===== src/rtl/uart_tx.sv =====
// uart_tx: 8N1 UART transmitter fed by a small circular input FIFO.
// Bytes pushed with valid/ready are sent LSB first, back-to-back with no idle gap.
module uart_tx #(
    parameter int unsigned CLOCKS_PER_BAUD = 0,
    parameter int unsigned FIFO_DEPTH      = 4
) (
    input  logic       clk,
    input  logic       rst_n,
    input  logic [7:0] data_i,
    input  logic       valid_i,
    output logic       ready_o,
    output logic       tx_o,
    output logic       busy_o
);

    localparam int unsigned AW = $clog2(FIFO_DEPTH);
    localparam int unsigned CW = AW + 1;
    localparam logic [15:0]   BAUD_RELOAD = 16'(CLOCKS_PER_BAUD - 1);
    localparam logic [CW-1:0] DEPTH_CNT   = CW'(FIFO_DEPTH);

    typedef enum logic [1:0] {
        IDLE  = 2'd0,
        START = 2'd1,
        DATA  = 2'd2,
        STOP  = 2'd3
    } state_t;

    state_t        state_q, state_d;
    logic [15:0]   baud_cnt_q, baud_cnt_d;
    logic [2:0]    bit_idx_q, bit_idx_d;
    logic [7:0]    shift_q, shift_d;
    logic          tx_q, tx_d;
    logic          busy_q, busy_d;
    logic [AW-1:0] wr_ptr_q, wr_ptr_d;
    logic [AW-1:0] rd_ptr_q, rd_ptr_d;
    logic [CW-1:0] count_q, count_d;
    logic [7:0]    mem_q [FIFO_DEPTH];

    logic full;
    logic empty;
    logic push;
    logic pop;
    logic baud_done;

    assign full      = (count_q == DEPTH_CNT);
    assign empty     = (count_q == '0);
    assign ready_o   = !full && rst_n;
    assign push      = valid_i && ready_o;
    assign baud_done = (baud_cnt_q == 16'd0);
    // The engine takes a byte when idle, or when a stop bit ends with more data queued.
    assign pop       = !empty && ((state_q == IDLE) || ((state_q == STOP) && baud_done));

    assign tx_o   = tx_q;
    assign busy_o = busy_q;

    // FIFO pointer and occupancy update; pointers wrap naturally at power-of-two depth.
    always_comb begin
        wr_ptr_d = wr_ptr_q;
        rd_ptr_d = rd_ptr_q;
        count_d  = count_q;
        if (push) wr_ptr_d = wr_ptr_q + AW'(1);
        if (pop)  rd_ptr_d = rd_ptr_q + AW'(1);
        case ({push, pop})
            2'b10:   count_d = count_q + CW'(1);
            2'b01:   count_d = count_q - CW'(1);
            default: count_d = count_q;
        endcase
    end

    // FIFO storage; contents need no reset since the pointers define validity.
    always_ff @(posedge clk) begin
        if (push) mem_q[wr_ptr_q] <= data_i;
    end

    // Engine state register.
    always_ff @(posedge clk) begin
        if (!rst_n) state_q <= IDLE;
        else        state_q <= state_d;
    end

    // Engine next-state logic.
    always_comb begin
        state_d = state_q;
        case (state_q)
            IDLE:    if (!empty) state_d = START;
            START:   if (baud_done) state_d = DATA;
            DATA:    if (baud_done && (bit_idx_q == 3'd7)) state_d = STOP;
            STOP:    if (baud_done) state_d = empty ? IDLE : START;
            default: state_d = IDLE;
        endcase
    end

    // Engine datapath and registered line/busy values for the next cycle.
    always_comb begin
        baud_cnt_d = baud_cnt_q;
        bit_idx_d  = bit_idx_q;
        shift_d    = shift_q;
        tx_d       = tx_q;
        case (state_q)
            IDLE: begin
                tx_d = 1'b1;
                if (pop) begin
                    shift_d    = mem_q[rd_ptr_q];
                    baud_cnt_d = BAUD_RELOAD;
                    tx_d       = 1'b0;
                end
            end
            START: begin
                tx_d = 1'b0;
                if (baud_done) begin
                    tx_d       = shift_q[0];
                    bit_idx_d  = 3'd0;
                    baud_cnt_d = BAUD_RELOAD;
                end else begin
                    baud_cnt_d = baud_cnt_q - 16'd1;
                end
            end
            DATA: begin
                tx_d = shift_q[0];
                if (baud_done) begin
                    baud_cnt_d = BAUD_RELOAD;
                    if (bit_idx_q == 3'd7) begin
                        tx_d = 1'b1;
                    end else begin
                        shift_d   = {1'b0, shift_q[7:1]};
                        bit_idx_d = bit_idx_q + 3'd1;
                        tx_d      = shift_q[1];
                    end
                end else begin
                    baud_cnt_d = baud_cnt_q - 16'd1;
                end
            end
            STOP: begin
                tx_d = 1'b1;
                if (baud_done) begin
                    if (pop) begin
                        shift_d    = mem_q[rd_ptr_q];
                        baud_cnt_d = BAUD_RELOAD;
                        tx_d       = 1'b0;
                    end
                end else begin
                    baud_cnt_d = baud_cnt_q - 16'd1;
                end
            end
            default: tx_d = 1'b1;
        endcase
        busy_d = (state_d != IDLE) || (count_d != '0);
    end

    // Datapath and FIFO control registers.
    always_ff @(posedge clk) begin
        if (!rst_n) begin
            baud_cnt_q <= 16'd0;
            bit_idx_q  <= 3'd0;
            shift_q    <= 8'd0;
            tx_q       <= 1'b1;
            busy_q     <= 1'b0;
            wr_ptr_q   <= '0;
            rd_ptr_q   <= '0;
            count_q    <= '0;
        end else begin
            baud_cnt_q <= baud_cnt_d;
            bit_idx_q  <= bit_idx_d;
            shift_q    <= shift_d;
            tx_q       <= tx_d;
            busy_q     <= busy_d;
            wr_ptr_q   <= wr_ptr_d;
            rd_ptr_q   <= rd_ptr_d;
            count_q    <= count_d;
        end
    end

endmodule


===== config.mk =====
export PLATFORM = sky130hd
export DESIGN_NAME = uart_tx
export DESIGN_NICKNAME = d
export VERILOG_FILES = /design/src/rtl/uart_tx.sv
export SDC_FILE = /design/constraint.sdc
export NUM_CORES = 1
export LEC_CHECK = 0
export ABC_CLOCK_PERIOD_IN_PS = 6800
export BUFFER_PORTS_ARGS = -buffer_cell sky130_fd_sc_hd__buf_2
export CAP_MARGIN = 40
export CORE_MARGIN = 2
export CORE_UTILIZATION = 60
export DETAILED_ROUTE_END_ITERATION = 10
export PLACE_DENSITY = 0.84
export SETUP_SLACK_MARGIN = 0.5
export SYNTH_ARGS = -nofsm -noshare
export SYNTH_HDL_FRONTEND = slang
export SYNTH_SLANG_ARGS = --single-unit

===== constraint.sdc =====
create_clock -name clk -period 6.8 [get_ports clk]
set_input_delay 0.68 -clock clk [delete_from_list [all_inputs] [get_ports clk]]
set_output_delay 0.68 -clock clk [all_outputs]
set_load 0.02 [all_outputs]

# After elaboration in Yosys (flattened, before gate mapping)
# Memory sizes are Yosys's and may differ from the RTL's. A register that Yosys moved wholly into a read port is not among the register bits.
# Index checks and enable logic that the tools add are counted.
[word_totals]
regBits = 38
ram_bits = 32
in_bits = 11
out_inout_bits = 3
elab_cells = 76
n_memories = 1
[classes]
n_addsub = 6
eq_ne = 11
mux = 30
n_reduce_logical = 19
[memory_table]
columns = ["name", "words", "width", "rd", "rd_clocked_by_memory_dff", "write_ports", "line_no", "rtl"]
rows = [
  ["mem_q", 4, 8, 1, 1, 1, "37", "logic [7:0] mem_q [FIFO_DEPTH];"],
]
[ops]
columns = ["op", "count"]
rows = [
  ["$mux W16", 3],
  ["$pmux W16 S3", 1],
  ["$mux W8", 4],
  ["$pmux W8 S3", 1],
  ["$logic_not A16 Y1", 1],
  ["$sub A16 B1 Y16 const B", 1],
  ["$mux W2", 6],
  ["$pmux W3 S2", 2],
  ["$mux W3", 3],
  ["$mux W1", 8],
  ["$ne A2 B2 Y1 const B", 4],
  ["$pmux W2 S4", 1],
  ["$reduce_and A4 Y1", 2],
  ["$add A3 B1 Y3 const B", 2],
  ["$eq A2 B2 Y1 const B", 3],
  ["$eq A3 B3 Y1 const B", 2],
  ["$reduce_bool A3 Y1", 2],
  ["$logic_and A1 B1 Y1", 5],
  ["$add A2 B1 Y2 const B", 2],
  ["$eq A2 B1 Y1 const B", 2],
  ["$pmux W1 S4", 1],
  ["$reduce_bool A2 Y1", 2],
  ["$logic_not A3 Y1", 1],
  ["$sub A3 B1 Y3 const B", 1],
  ["other kinds (4)", 6],
]

# Depth between registers and ports, before layout
# Gate-level depths: netlist (run 1).
[depth]
ltp_word = 8
depth_mapped = 14
ltp_nobuf = 12

# Worst setup path after synthesis (run 1)
# Ideal clock, no wire load.
[synth_timing]
path_type = "register to register"
startpoint = "register baud_cnt_q[0]"
endpoint = "register busy_q, in the netlist busy_o"
setup_time_ps = 114
arrival_time_ps = 3741
slack_ps = 2945
stages_incl_launch_ff = 14
n_path_buf = 2
period_less_slack_ps = 3855
path_cell_list = "dfxtp_1 inv_1 ha_1 clkbuf_1 or3b_2 or4_4 buf_6 o21ai_4 ha_1 fa_1 or4b_2 a21oi_1 o21ai_0 a21o_1"
[synth_via]
elab_chain_len = 8
word_cells_on_any_way = 15
[synth_lines]
columns = ["item", "line_no", "rtl"]
rows = [
  ["from (decl)", "29", "logic [15:0] baud_cnt_q, baud_cnt_d;"],
  ["from (signal assigned)", "162", "baud_cnt_q <= baud_cnt_d;"],
  ["$logic_not A16 Y1 *", "49", "assign baud_done = (baud_cnt_q == 16'd0);"],
  ["$logic_and A1 B1 Y1 *", "51", "assign pop = !empty && ((state_q == IDLE) || ((state_q == STOP) && baud_done));"],
  ["$logic_or A1 B1 Y1 *", "51", ""],
  ["$logic_and A1 B1 Y1 *", "51", ""],
  ["net pop", "42", "logic pop;"],
  ["$eq A2 B1 Y1 / $eq A2 B2 Y1 (equally long branches)", "63", "case ({push, pop})"],
  ["$pmux W3 S2 *", "63", ""],
  ["$reduce_bool A3 Y1 *", "147", "busy_d = (state_d != IDLE) || (count_d != '0);"],
  ["$logic_or A1 B1 Y1 *", "147", ""],
  ["to (signal assigned)", "166", "busy_q <= busy_d;"],
  ["to (decl)", "33", "logic busy_q, busy_d;"],
]
# Mark *: on every way through the listed nets, which the timed path passes. The rest lies on a longest branch.
# A chain may end at the register's enable or synchronous reset.

# Worst setup path after layout (run 1)
# Ends and elaborated chain as after synthesis.

==> results of run 1 <==
[area by class of cell]
type,count,area (µm²),area share
Clock buffer,9,124,0.0328
Sequential cell,72,1760,0.467
Clock inverter,7,66.3,0.0176
Multi-Input combinational cell,219,1610,0.427
Timing Repair Buffer,14,76.3,0.0202
Inverter,12,45.0,0.0119
Tap cell,72,90.1,0.0239
[layer usage]
layer / global-route usage / vias up / wire [µm]
li1: - / 1226 / -
met1: 0.259 / 1185 / 2770
met2: 0.393 / 86 / 3390
met3: 0.0764 / 21 / 325
met4: 0.119 / 0 / 209
met5: 0 / - / 0
[final timing paths]
check / end / startpoint / cells after the start
setup / recovery: busy_o / baud_cnt_q[0] / 11
hold / removal: bit_idx_q[1] / bit_idx_q[1] / 2
setup reg to reg: busy_o / baud_cnt_q[0] / 11
hold reg to reg: bit_idx_q[1] / bit_idx_q[1] / 2
[flip-flops by register name, summed over array words and instances (netlist names), named ones only]
register / count
tx_o: 1
state_q: 2
count_q: 3
baud_cnt_q: 16
bit_idx_q: 3
busy_o: 1
rd_ptr_q: 2
shift_q: 8
wr_ptr_q: 2
mem_q: 32
[cells by family after synthesis]
| kind of cell | after synthesis | synth area share |
|---|---|---|
| simple gates | 92 | 0.136 |
| compound gates | 86 | 0.165 |
| flops | 72 | 0.500 |
| buf+inv | 33 | 0.0440 |
| mux | 23 | 0.0940 |
| fa+ha+maj | 14 | 0.0518 |
| xor+xnor | 4 | 0.00994 |
[power groups by stage]
stage | combinational [mW] | sequential, mW | clock (mW)
after detailed placement | 0.906 | 0.684 | 0
after floorplan | 0.791 | 0.644 | 0
after global placement | 0.868 | 0.680 | 0
after global routing | 1.02 | 0.697 | 0.354
after CTS | 0.915 | 0.675 | 0.334
final | 0.928 | 0.676 | 0.326
[worst register-to-register path, stage by stage (launching register included)]
cell	delay, ns
dfxtp_1	0.35
inv_1	0.07
ha_1	0.29
or3b_2	0.54
or4_4	0.58
o21ai_4	0.32
ha_1	0.27
fa_1	0.45
or4b_2	0.67
a21oi_1	0.15
o21ai_0	0.09
a21o_1	0.20
[cells in the mapped netlist, types with 4 or more instances]
cell      count  area share
o21ai_0      22       0.031
clkbuf_1     15       0.016
and3_1        5      0.0089
mux2i_1      14       0.040
nand3_1       8       0.011
mux4_2        8       0.051
a211oi_1      9       0.019
a31oi_1       6       0.011
buf_6         4       0.013
a21oi_1      21       0.030
edfxtp_1     32        0.27
nor4_1        5      0.0089
nor2_1       32       0.034
or3_1         4      0.0071
o31ai_1       5       0.011
nand2_1      16       0.017
ha_1         13       0.046
inv_1        12       0.013
dfxtp_1      40        0.23
==> flow_summary.toml, run 1 <==
[routing]
wl_per_cell_um = 16.5
via_per_inst = 6.22
firstDrtPassIters = 5
totalWireLength_mm = 6.69
antenna_left = 0
drc = 0
drt_iter0_markers = 171
num_vias = 2518

[clock_network]
h-tree-depth = 3
clock_sinks = 72
ctsResizeCount = 0
path_clk_slew_ns = 0.08
cts.path.max_buffers = 2
cts_buffers = 9
cts_tree = "built"
root_buffer = "clkbuf_8"
clock_latency_ns = 0.36
cts_hold_buffers = 0
cts_setup_buffers = 0

[sta]
final.setup.tns_ns = 0
setup_viol = 0
max_slew_margin = 0.422
rsz0062_at_grt = "no"
fin_ws_ns = 2.71
finClkSkew_ns = 0.0114
finalCritPeriodShare = 0.601
period_needed_ns = 4.09
max_freq_ghz = 0.245
finalMaxSlewViolations = 0
tightest_slew_ns = 0.867
hold_slack_ns = 0.468
hold_viol_final = 0

[cells_and_area]
drive_above_1_share = 0.162
finalInstanceArea_um2 = 3770
fin_nets = 353
nFillCells = 423
final_cell_mix = "40 x dfxtp_1, 32 x nor2_1, 32 x edfxtp_1"
final_common_cell = "dfxtp_1"
stdcell_count = 405
final_util = 0.673
antenna_cells = 0
syn_to_final_growth_pct = 6.99

[setup_path]
cp_cell_sequence = "inv_1 > ha_1 > or3b_2 > or4_4 > o21ai_4 > ha_1 > fa_1 > or4b_2 > a21oi_1 > o21ai_0 > a21o_1"
criticalPathCategory = "flip-flop to flip-flop"
critPathRequiredTime_ns = 7.05
reg2reg_slack_ns = 2.71
cpMostUsedCell = "ha_1"
cp-start-kind = "flip-flop"
critical_path.top_delay_family = "simple AND/OR/NAND/NOR gates"
arrival_ns = 4.34
slowest_stage = "or4b_2"
slowest_delay_ns = 0.67
path_max_fanout = 15
crit_buf_inv = 1
end_kind = "flip-flop"

[power_and_ir_drop]
power.leakage_nw = 1.36
total_power_mw = 1.93
switching_share = 0.438
power.density_nw_per_um2 = 512
netSwitchingPower_mw = 0.845
power.share.clock = 0.169
sequentialPowerShare = 0.350
max-vdd-ir-drop_uv = 271
comb_power_share = 0.481
p_int_mw = 1.09

[placed_design]
numPlacedInstances = 389
dpl.hpwl_mm = 4.53
dpl_cell_area_um2 = 3580
port_buffers = 13
place_ws_ns = 2.68
gp_congestion = 0.850

[logic_synthesis]
syn_avg_cell_area_um2 = 10.9
synth.distinct_cells = 54
yosysWarnings = 0
synth.cell_area_um2 = 3530
ys.flop_type = "dfxtp_1"
synth_fp_nets = 349
synth_edf_count = 32
async_reset_ff_frac = 0
seq_area_frac_synth = 0.500
synth_seq_cells = 72
synth_cells = 324

[flow_run]
max-cap-violations = 0

[hold_path]
hp-class = "flip-flop to flip-flop"

[grt]
grt_pass1_wl_mm = 11.2
first_global_vias = 2456
grt_max_degree = 24
gr-total-overflow = 0
antenna_found_initial = 0
grt_usage = 0.232

[die]
rows = 27
fp.coreArea_um2 = 5610
die_w_um = 80.7
initial_utilization = 0.629
die-area_um2 = 6510
num_io_pins = 14
die_y_um = 80.7

[outcome]
status = "finished clean"
No activity file was read; power rests on OpenSTA's default activity.
==> inputs of run 2 (changes only) <==
--- a/config.mk
+++ b/config.mk
@@ -5,7 +5,7 @@
 export SDC_FILE = /design/constraint.sdc
 export NUM_CORES = 1
 export LEC_CHECK = 0
-export ABC_CLOCK_PERIOD_IN_PS = 6800
+export ABC_CLOCK_PERIOD_IN_PS = 4100
 export BUFFER_PORTS_ARGS = -buffer_cell sky130_fd_sc_hd__buf_2
 export CAP_MARGIN = 40
 export CORE_MARGIN = 2
==> constraint.sdc (replaced) <==
create_clock -name clk -period 4.1 [get_ports clk]
set_input_delay 0.41 -clock clk [delete_from_list [all_inputs] [get_ports clk]]
set_output_delay 0.41 -clock clk [all_outputs]
set_load 0.02 [all_outputs]
==> run 2 against run 1 <==
Critical endpoint unchanged. Highest routed layer unchanged. Clock skew is 0.0012 ns lower. Cell area grew 2.7%. Flip-flop and latch count unchanged. Largest cell class unchanged. Routed wire length rose by 11%. Largest power group unchanged. Hold slack lost 0.21 ns. Worst setup slack lost 2.0 ns. Clock-buffer cell count is the same.
==> flow_summary.toml, run 2 (same netlist as run 1, synthesis figures left out) <==
[outcome]
status = "finished clean"

[cells_and_area]
fin_nets = 358
drive_above_1_share = 0.189
final_cell_mix = "39 x dfxtp_1, 32 x nor2_1, 32 x edfxtp_1"
syn_to_final_growth_pct = 9.90
final_common_cell = "dfxtp_1"
antenna_cells = 0
regMostFlops = "mem_q"
largest_reg_flops = 32
finalInstanceArea_um2 = 3870
stdcell_count = 410
largestRegisters = "mem_q x32, baud_cnt_q x16, shift_q x8"

[setup_path]
cpMostUsedCell = "ha_4"
path_max_fanout = 6
critPathRequiredTime_ns = 4.36
cp_cell_sequence = "inv_1 > ha_4 > or3b_4 > or4_4 > o21ai_4 > ha_4 > fa_1 > or4b_4 > a21oi_2 > o21ai_0 > a21o_1"
end_kind = "flip-flop"
arrival_ns = 3.67
slowest_stage = "or4_4"
slowest_delay_ns = 0.57
cp-start-kind = "flip-flop"
criticalPathCategory = "flip-flop to flip-flop"

[power_and_ir_drop]
power.density_nw_per_um2 = 890
power.leakage_nw = 1.40
max-vdd-ir-drop_uv = 537

[routing]
wl_met2_mm = 3.75
dr_wl_met3_um = 343
top_layer_used = "met4"
drt_iter0_markers = 202
wl_per_cell_um = 18.0
met1_length_mm = 3.10
num_vias = 2631
totalWireLength_mm = 7.40
antenna_left = 0
via_per_inst = 6.42
firstDrtPassIters = 5
drc = 0

[placed_design]
dpl_cell_area_um2 = 3610
dpl.hpwl_mm = 4.78
gp_congestion = 0.825
port_buffers = 13
numPlacedInstances = 391

[grt]
antenna_found_initial = 0
grt_usage = 0.251
grt_pass1_wl_mm = 12.0
gr-total-overflow = 0
grt_max_degree = 24
first_global_vias = 2572

[die]
initial_utilization = 0.629
die_y_um = 80.7
fp.coreArea_um2 = 5610
die-area_um2 = 6510
rows = 27
die_w_um = 80.7
num_io_pins = 14

[clock_network]
h-tree-depth = 3
clock_latency_ns = 0.36
root_buffer = "clkbuf_8"
cts_hold_buffers = 0
cts_buffers = 9
cts_tree = "built"
cts.path.max_buffers = 2
path_clk_slew_ns = 0.09
clock_sinks = 72

[sta]
max_freq_ghz = 0.293
finalCritPeriodShare = 0.832
setup_viol = 0
rsz0062_at_grt = "no"
finClkSkew_ns = 0.0103
tightest_slew_ns = 0.880
finalMaxSlewViolations = 0
hold_viol_final = 0
final.setup.tns_ns = 0
max_slew_margin = 0.413
period_needed_ns = 3.41

[hold_path]
hp-class = "input pin to flip-flop"

[flow_run]
max-cap-violations = 0
-- run 2: cell types whose count changed in the layout (fill, tap and decap cells not counted), sizes merged --
cell           previous run  this run
buf                      13        19
bufinv                    0         2
clkdlybuf4s15             1         0
clkinvlp                  0         2
inv                      18        14
-- run 2: routing by layer --
metal / GRT usage / vias to the layer above
li1: - / 1241
met1: 0.295 / 1262
met2: 0.434 / 104
met3: 0.0404 / 24
met4: 0.141 / 0
met5: 0 / -
-- run 2: path summary, 6_finish.rpt --
kind | start | to | slack (ns) | cells after the start
max reg2reg | baud_cnt_q[0] | busy_o | 0.69 | 11
min | data_i[4] | mem_q[0][4] | 0.25 | 1
max | baud_cnt_q[0] | busy_o | 0.69 | 11
min reg2reg | bit_idx_q[2] | bit_idx_q[2] | 0.48 | 2
-- run 2: what timing repair did --
| item | 4_1_cts | 5_1_grt |
|---|---|---|
| endpoints found under the hold margin | 0 | 0 |
| setup buffers | 2 | 1 |
| resized for setup | 2 | 3 |
| setup endpoints to repair | 1 | 1 |
| pin swaps | 4 | 3 |
-- run 2: where the power goes --
| part | total [mW] | internal, mW | leakage, nW | switching [mW] |
|---|---|---|---|---|
| Combinational | 1.67 | 0.714 | 0.672 | 0.960 |
| Sequential | 1.13 | 0.928 | 0.619 | 0.204 |
| Clock | 0.642 | 0.348 | 0.106 | 0.294 |
-- run 2: worst max-delay path, delay by kind of cell (launching register included) --
kind            cells  cell delay, ns
flops               1            0.35
compound gates      4            0.56
buf+inv             1            0.09
simple gates        3            1.52
fa+ha+maj           3            0.77
-- run 2: metrics by stage --
step / hold slack [ns] / power, mW / util / setup WS [ns]
6_report: 0.254 / 3.45 / 0.691 / 0.690
5_1_grt: 0.266 / 3.67 / 0.691 / 0.570
4_1_cts: 0.249 / 3.37 / 0.688 / 0.517
3_5_place_dp: 0.465 / 2.69 / 0.643 / 0.372
3_3_place_gp: 0.449 / 2.61 / 0.642 / 0.446
2_1_floorplan: 0.442 / 2.42 / - / 0.503
-- run 2: area by class of cell --
type                    instances  area [µm²]
well taps                      72        90.1
multi-input cells             219        1640
repair buffers                 19         108
inverters                      12        45.0
flip-flops and latches         72        1760
fillers                       411        1730
clock inverters                 7         101
clock buffers                   9         124
==> inputs of run 3 (changes only) <==
--- a/config.mk
+++ b/config.mk
@@ -5,13 +5,14 @@
 export SDC_FILE = /design/constraint.sdc
 export NUM_CORES = 1
 export LEC_CHECK = 0
-export ABC_CLOCK_PERIOD_IN_PS = 4100
+export ABC_AREA = 1
+export ABC_CLOCK_PERIOD_IN_PS = 3090
 export BUFFER_PORTS_ARGS = -buffer_cell sky130_fd_sc_hd__buf_2
 export CAP_MARGIN = 40
 export CORE_MARGIN = 2
-export CORE_UTILIZATION = 60
+export CORE_UTILIZATION = 55
 export DETAILED_ROUTE_END_ITERATION = 10
-export PLACE_DENSITY = 0.84
+export PLACE_DENSITY = 0.81
 export SETUP_SLACK_MARGIN = 0.5
 export SYNTH_ARGS = -nofsm -noshare
 export SYNTH_HDL_FRONTEND = slang
==> constraint.sdc (replaced) <==
create_clock -name clk -period 3.09 [get_ports clk]
set_input_delay 0.309 -clock clk [delete_from_list [all_inputs] [get_ports clk]]
set_output_delay 0.309 -clock clk [all_outputs]
set_load 0.02 [all_outputs]
==> run 3 against run 2 <==
Cell count is 30% higher. Combinational power is 4% higher. Sequential share of layout area is 1.8 points lower. Via count is 14% higher. Flip-flop and latch count stayed put. Clock skew is 0.00094 ns higher. Largest power group unchanged.
==> flow_summary.toml, run 3 <==
[outcome]
status = "finished clean"

[setup_path]
reg2reg_to = "busy_o"
path_max_fanout = 6
reg2reg_slack_ns = 0.65
cp-start-kind = "flip-flop"
criticalPathCategory = "flip-flop to flip-flop"
crit_start = "baud_cnt_q[0]"
r2r_cells = 16
critPathRequiredTime_ns = 3.35
end_kind = "flip-flop"
timing.rr.start = "baud_cnt_q[0]"
endpoint = "busy_o"
arrival_ns = 2.70

[cells_and_area]
finalInstanceArea_um2 = 4030
fin_nets = 478
largestRegisters = "mem_q x32, baud_cnt_q x16, shift_q x8"
syn_to_final_growth_pct = 10.0
largest_reg_flops = 32
final_util = 0.631
final_cell_mix = "72 x nand2_1, 58 x nor2_1, 45 x inv_1"
drive_above_1_share = 0.138
nFillCells = 516
regMostFlops = "mem_q"
final_common_cell = "nand2_1"
antenna_cells = 0

[routing]
firstDrtPassIters = 6
drc = 0
antenna_left = 0
wl_per_cell_um = 14.9
via_per_inst = 5.62
num_vias = 3007
drt_iter0_markers = 336
totalWireLength_mm = 7.97

[placed_design]
gp_congestion = 0.927
dpl.hpwl_mm = 5.35
port_buffers = 13
dpl_cell_area_um2 = 3770

[grt]
gr-total-overflow = 0
first_global_vias = 2908
grt_use_met1 = 0.278
grt_usage = 0.225
grt_max_degree = 28
met2_usage = 0.386
grt_util_met3 = 0.0597
grt_pass1_wl_mm = 13.1
antenna_found_initial = 0
busiest_layer = "met2"

[logic_synthesis]
synth_area_leaders = "edfxtp_1 26%, dfxtp_1 22%, nand2_1 7.5%"
synthTopCellsByCount = "73 x nand2_1, 60 x nor2_1, 46 x inv_1"
synth_cells = 438
syn_avg_cell_area_um2 = 8.37
seq_area_frac_synth = 0.481
synth_seq_cells = 72
yosys.area.top_type = "edfxtp_1"
async_reset_ff_frac = 0
yosysWarnings = 0
synth_fp_nets = 463
synth_edf_count = 32
ys.flop_type = "dfxtp_1"
synth.cell_area_um2 = 3660
synth.distinct_cells = 40
synth_most_common_cell = "nand2_1"
synth_top_area_frac = 0.262

[sta]
period_needed_ns = 2.44
max_freq_ghz = 0.409
setup_viol = 0
tightest_slew_ns = 0.752
rsz0062_at_grt = "no"
hold_viol_final = 0
finalMaxSlewViolations = 0
max_slew_margin = 0.497
final.setup.tns_ns = 0
finClkSkew_ns = 0.0112
hold_slack_ns = 0.153
finalCritPeriodShare = 0.790

[clock_network]
cts_tree = "built"
cts_buffers = 9
path_clk_slew_ns = 0.09
clock_sinks = 72
cts.path.max_buffers = 2
root_buffer = "clkbuf_8"
cts_hold_buffers = 0
h-tree-depth = 3
clock_latency_ns = 0.36

[die]
die_w_um = 85.6
die-area_um2 = 7330
initial_utilization = 0.574
die_y_um = 85.6
num_io_pins = 14
rows = 29
fp.coreArea_um2 = 6390

[hold_path]
hp-class = "input pin to flip-flop"

[power_and_ir_drop]
max-vdd-ir-drop_uv = 672
power.density_nw_per_um2 = 964
total_power_mw = 3.89
power.leakage_nw = 1.65

[flow_run]
max-cap-violations = 0
## run 3: cell count changes in the layout (fill, tap and decap cells not counted), moves of 6 or more
cell / delta
nor2_2: +7
nand3_1: +26
a31oi_1: -6
inv_1: +34
o21ai_0: +13
nor2_1: +26
mux4_2: -8
a21oi_1: +11
mux2i_1: -8
nand2_1: +56
a211oi_1: -9
## run 3: how the worst min path moves through the flow
stage                      start            to  slack (ns)  cells past startpoint
finish                 data_i[1]   mem_q[1][1]        0.15                      1
floorplan              data_i[0]   mem_q[0][0]        0.41                      0
CTS                    data_i[1]   mem_q[1][1]        0.15                      1
global route           data_i[4]   mem_q[3][4]        0.15                      1
global placement     rd_ptr_q[1]   rd_ptr_q[1]        0.45                      2
detailed placement  bit_idx_q[1]  bit_idx_q[1]        0.46                      2
## run 3: area by class of cell
cell class              instances  area, µm²  area share
flip-flops and latches         72       1760       0.437
clock buffers                   9        124      0.0307
inverters                      47        176      0.0437
repair buffers                 17       95.1      0.0236
multi-input cells             306       1700       0.422
clock inverters                 7       77.6      0.0192
well taps                      77       96.3      0.0239
## run 3: logic make-up (layout without fill, tap and decap cells)
logic type,count (synthesis),count (layout),synth area share
flip-flops,72,72,0.481
buffers and inverters,60,80,0.0679
AND/OR/NAND/NOR,192,192,0.237
multiplexers,6,6,0.0164
XOR/XNOR,8,8,0.0191
adder cells (fa/ha/maj),14,14,0.0498
AO/OA/AOI/OAI,86,86,0.129
## run 3: critical path, stage by stage (launching register included)
cell and delay [ns]:
dfxtp_1 0.31, inv_1 0.12, ha_4 0.17, nand2_4 0.07, nor2_4 0.12, nand3_1 0.08, nand2_1 0.10, nand2_4 0.08
inv_2 0.11, ha_2 0.21, fa_2 0.44, o21ai_2 0.17, nand2_1 0.07, nor2_1 0.09, nand3_1 0.08, nand2_1 0.06
nand2_1 0.05
## run 3: per-stage QoR
| stage | std cells | setup WS (ns) |
|---|---|---|
| finish | 535 | 0.648 |
| global route | 535 | 0.466 |
| CTS | 533 | 0.532 |
| detailed placement | 517 | 0.463 |
| global placement | 517 | 0.550 |
| floorplan | 438 | 0.528 |
## run 3: where the power goes
group	total (mW)	switching (mW)	internal, mW
Clock	0.783	0.400	0.383
Sequential	1.36	0.182	1.18
Combinational	1.74	1.14	0.602
Total	3.89	1.72	2.16
## run 3: what timing repair did
action                     CTS  global route
buffers inserted             0             2
gates resized for setup      3            11
setup endpoints to repair    1             2
pin swaps                    1             4
## run 3: layer usage
metal  share of wire  up-vias  wire length [µm]
met3           0.062       15               494
met2            0.50      107              3950
met4           0.014        0               109
met5               0        -                 0
li1                -     1503                 -
met1            0.43     1382              3410
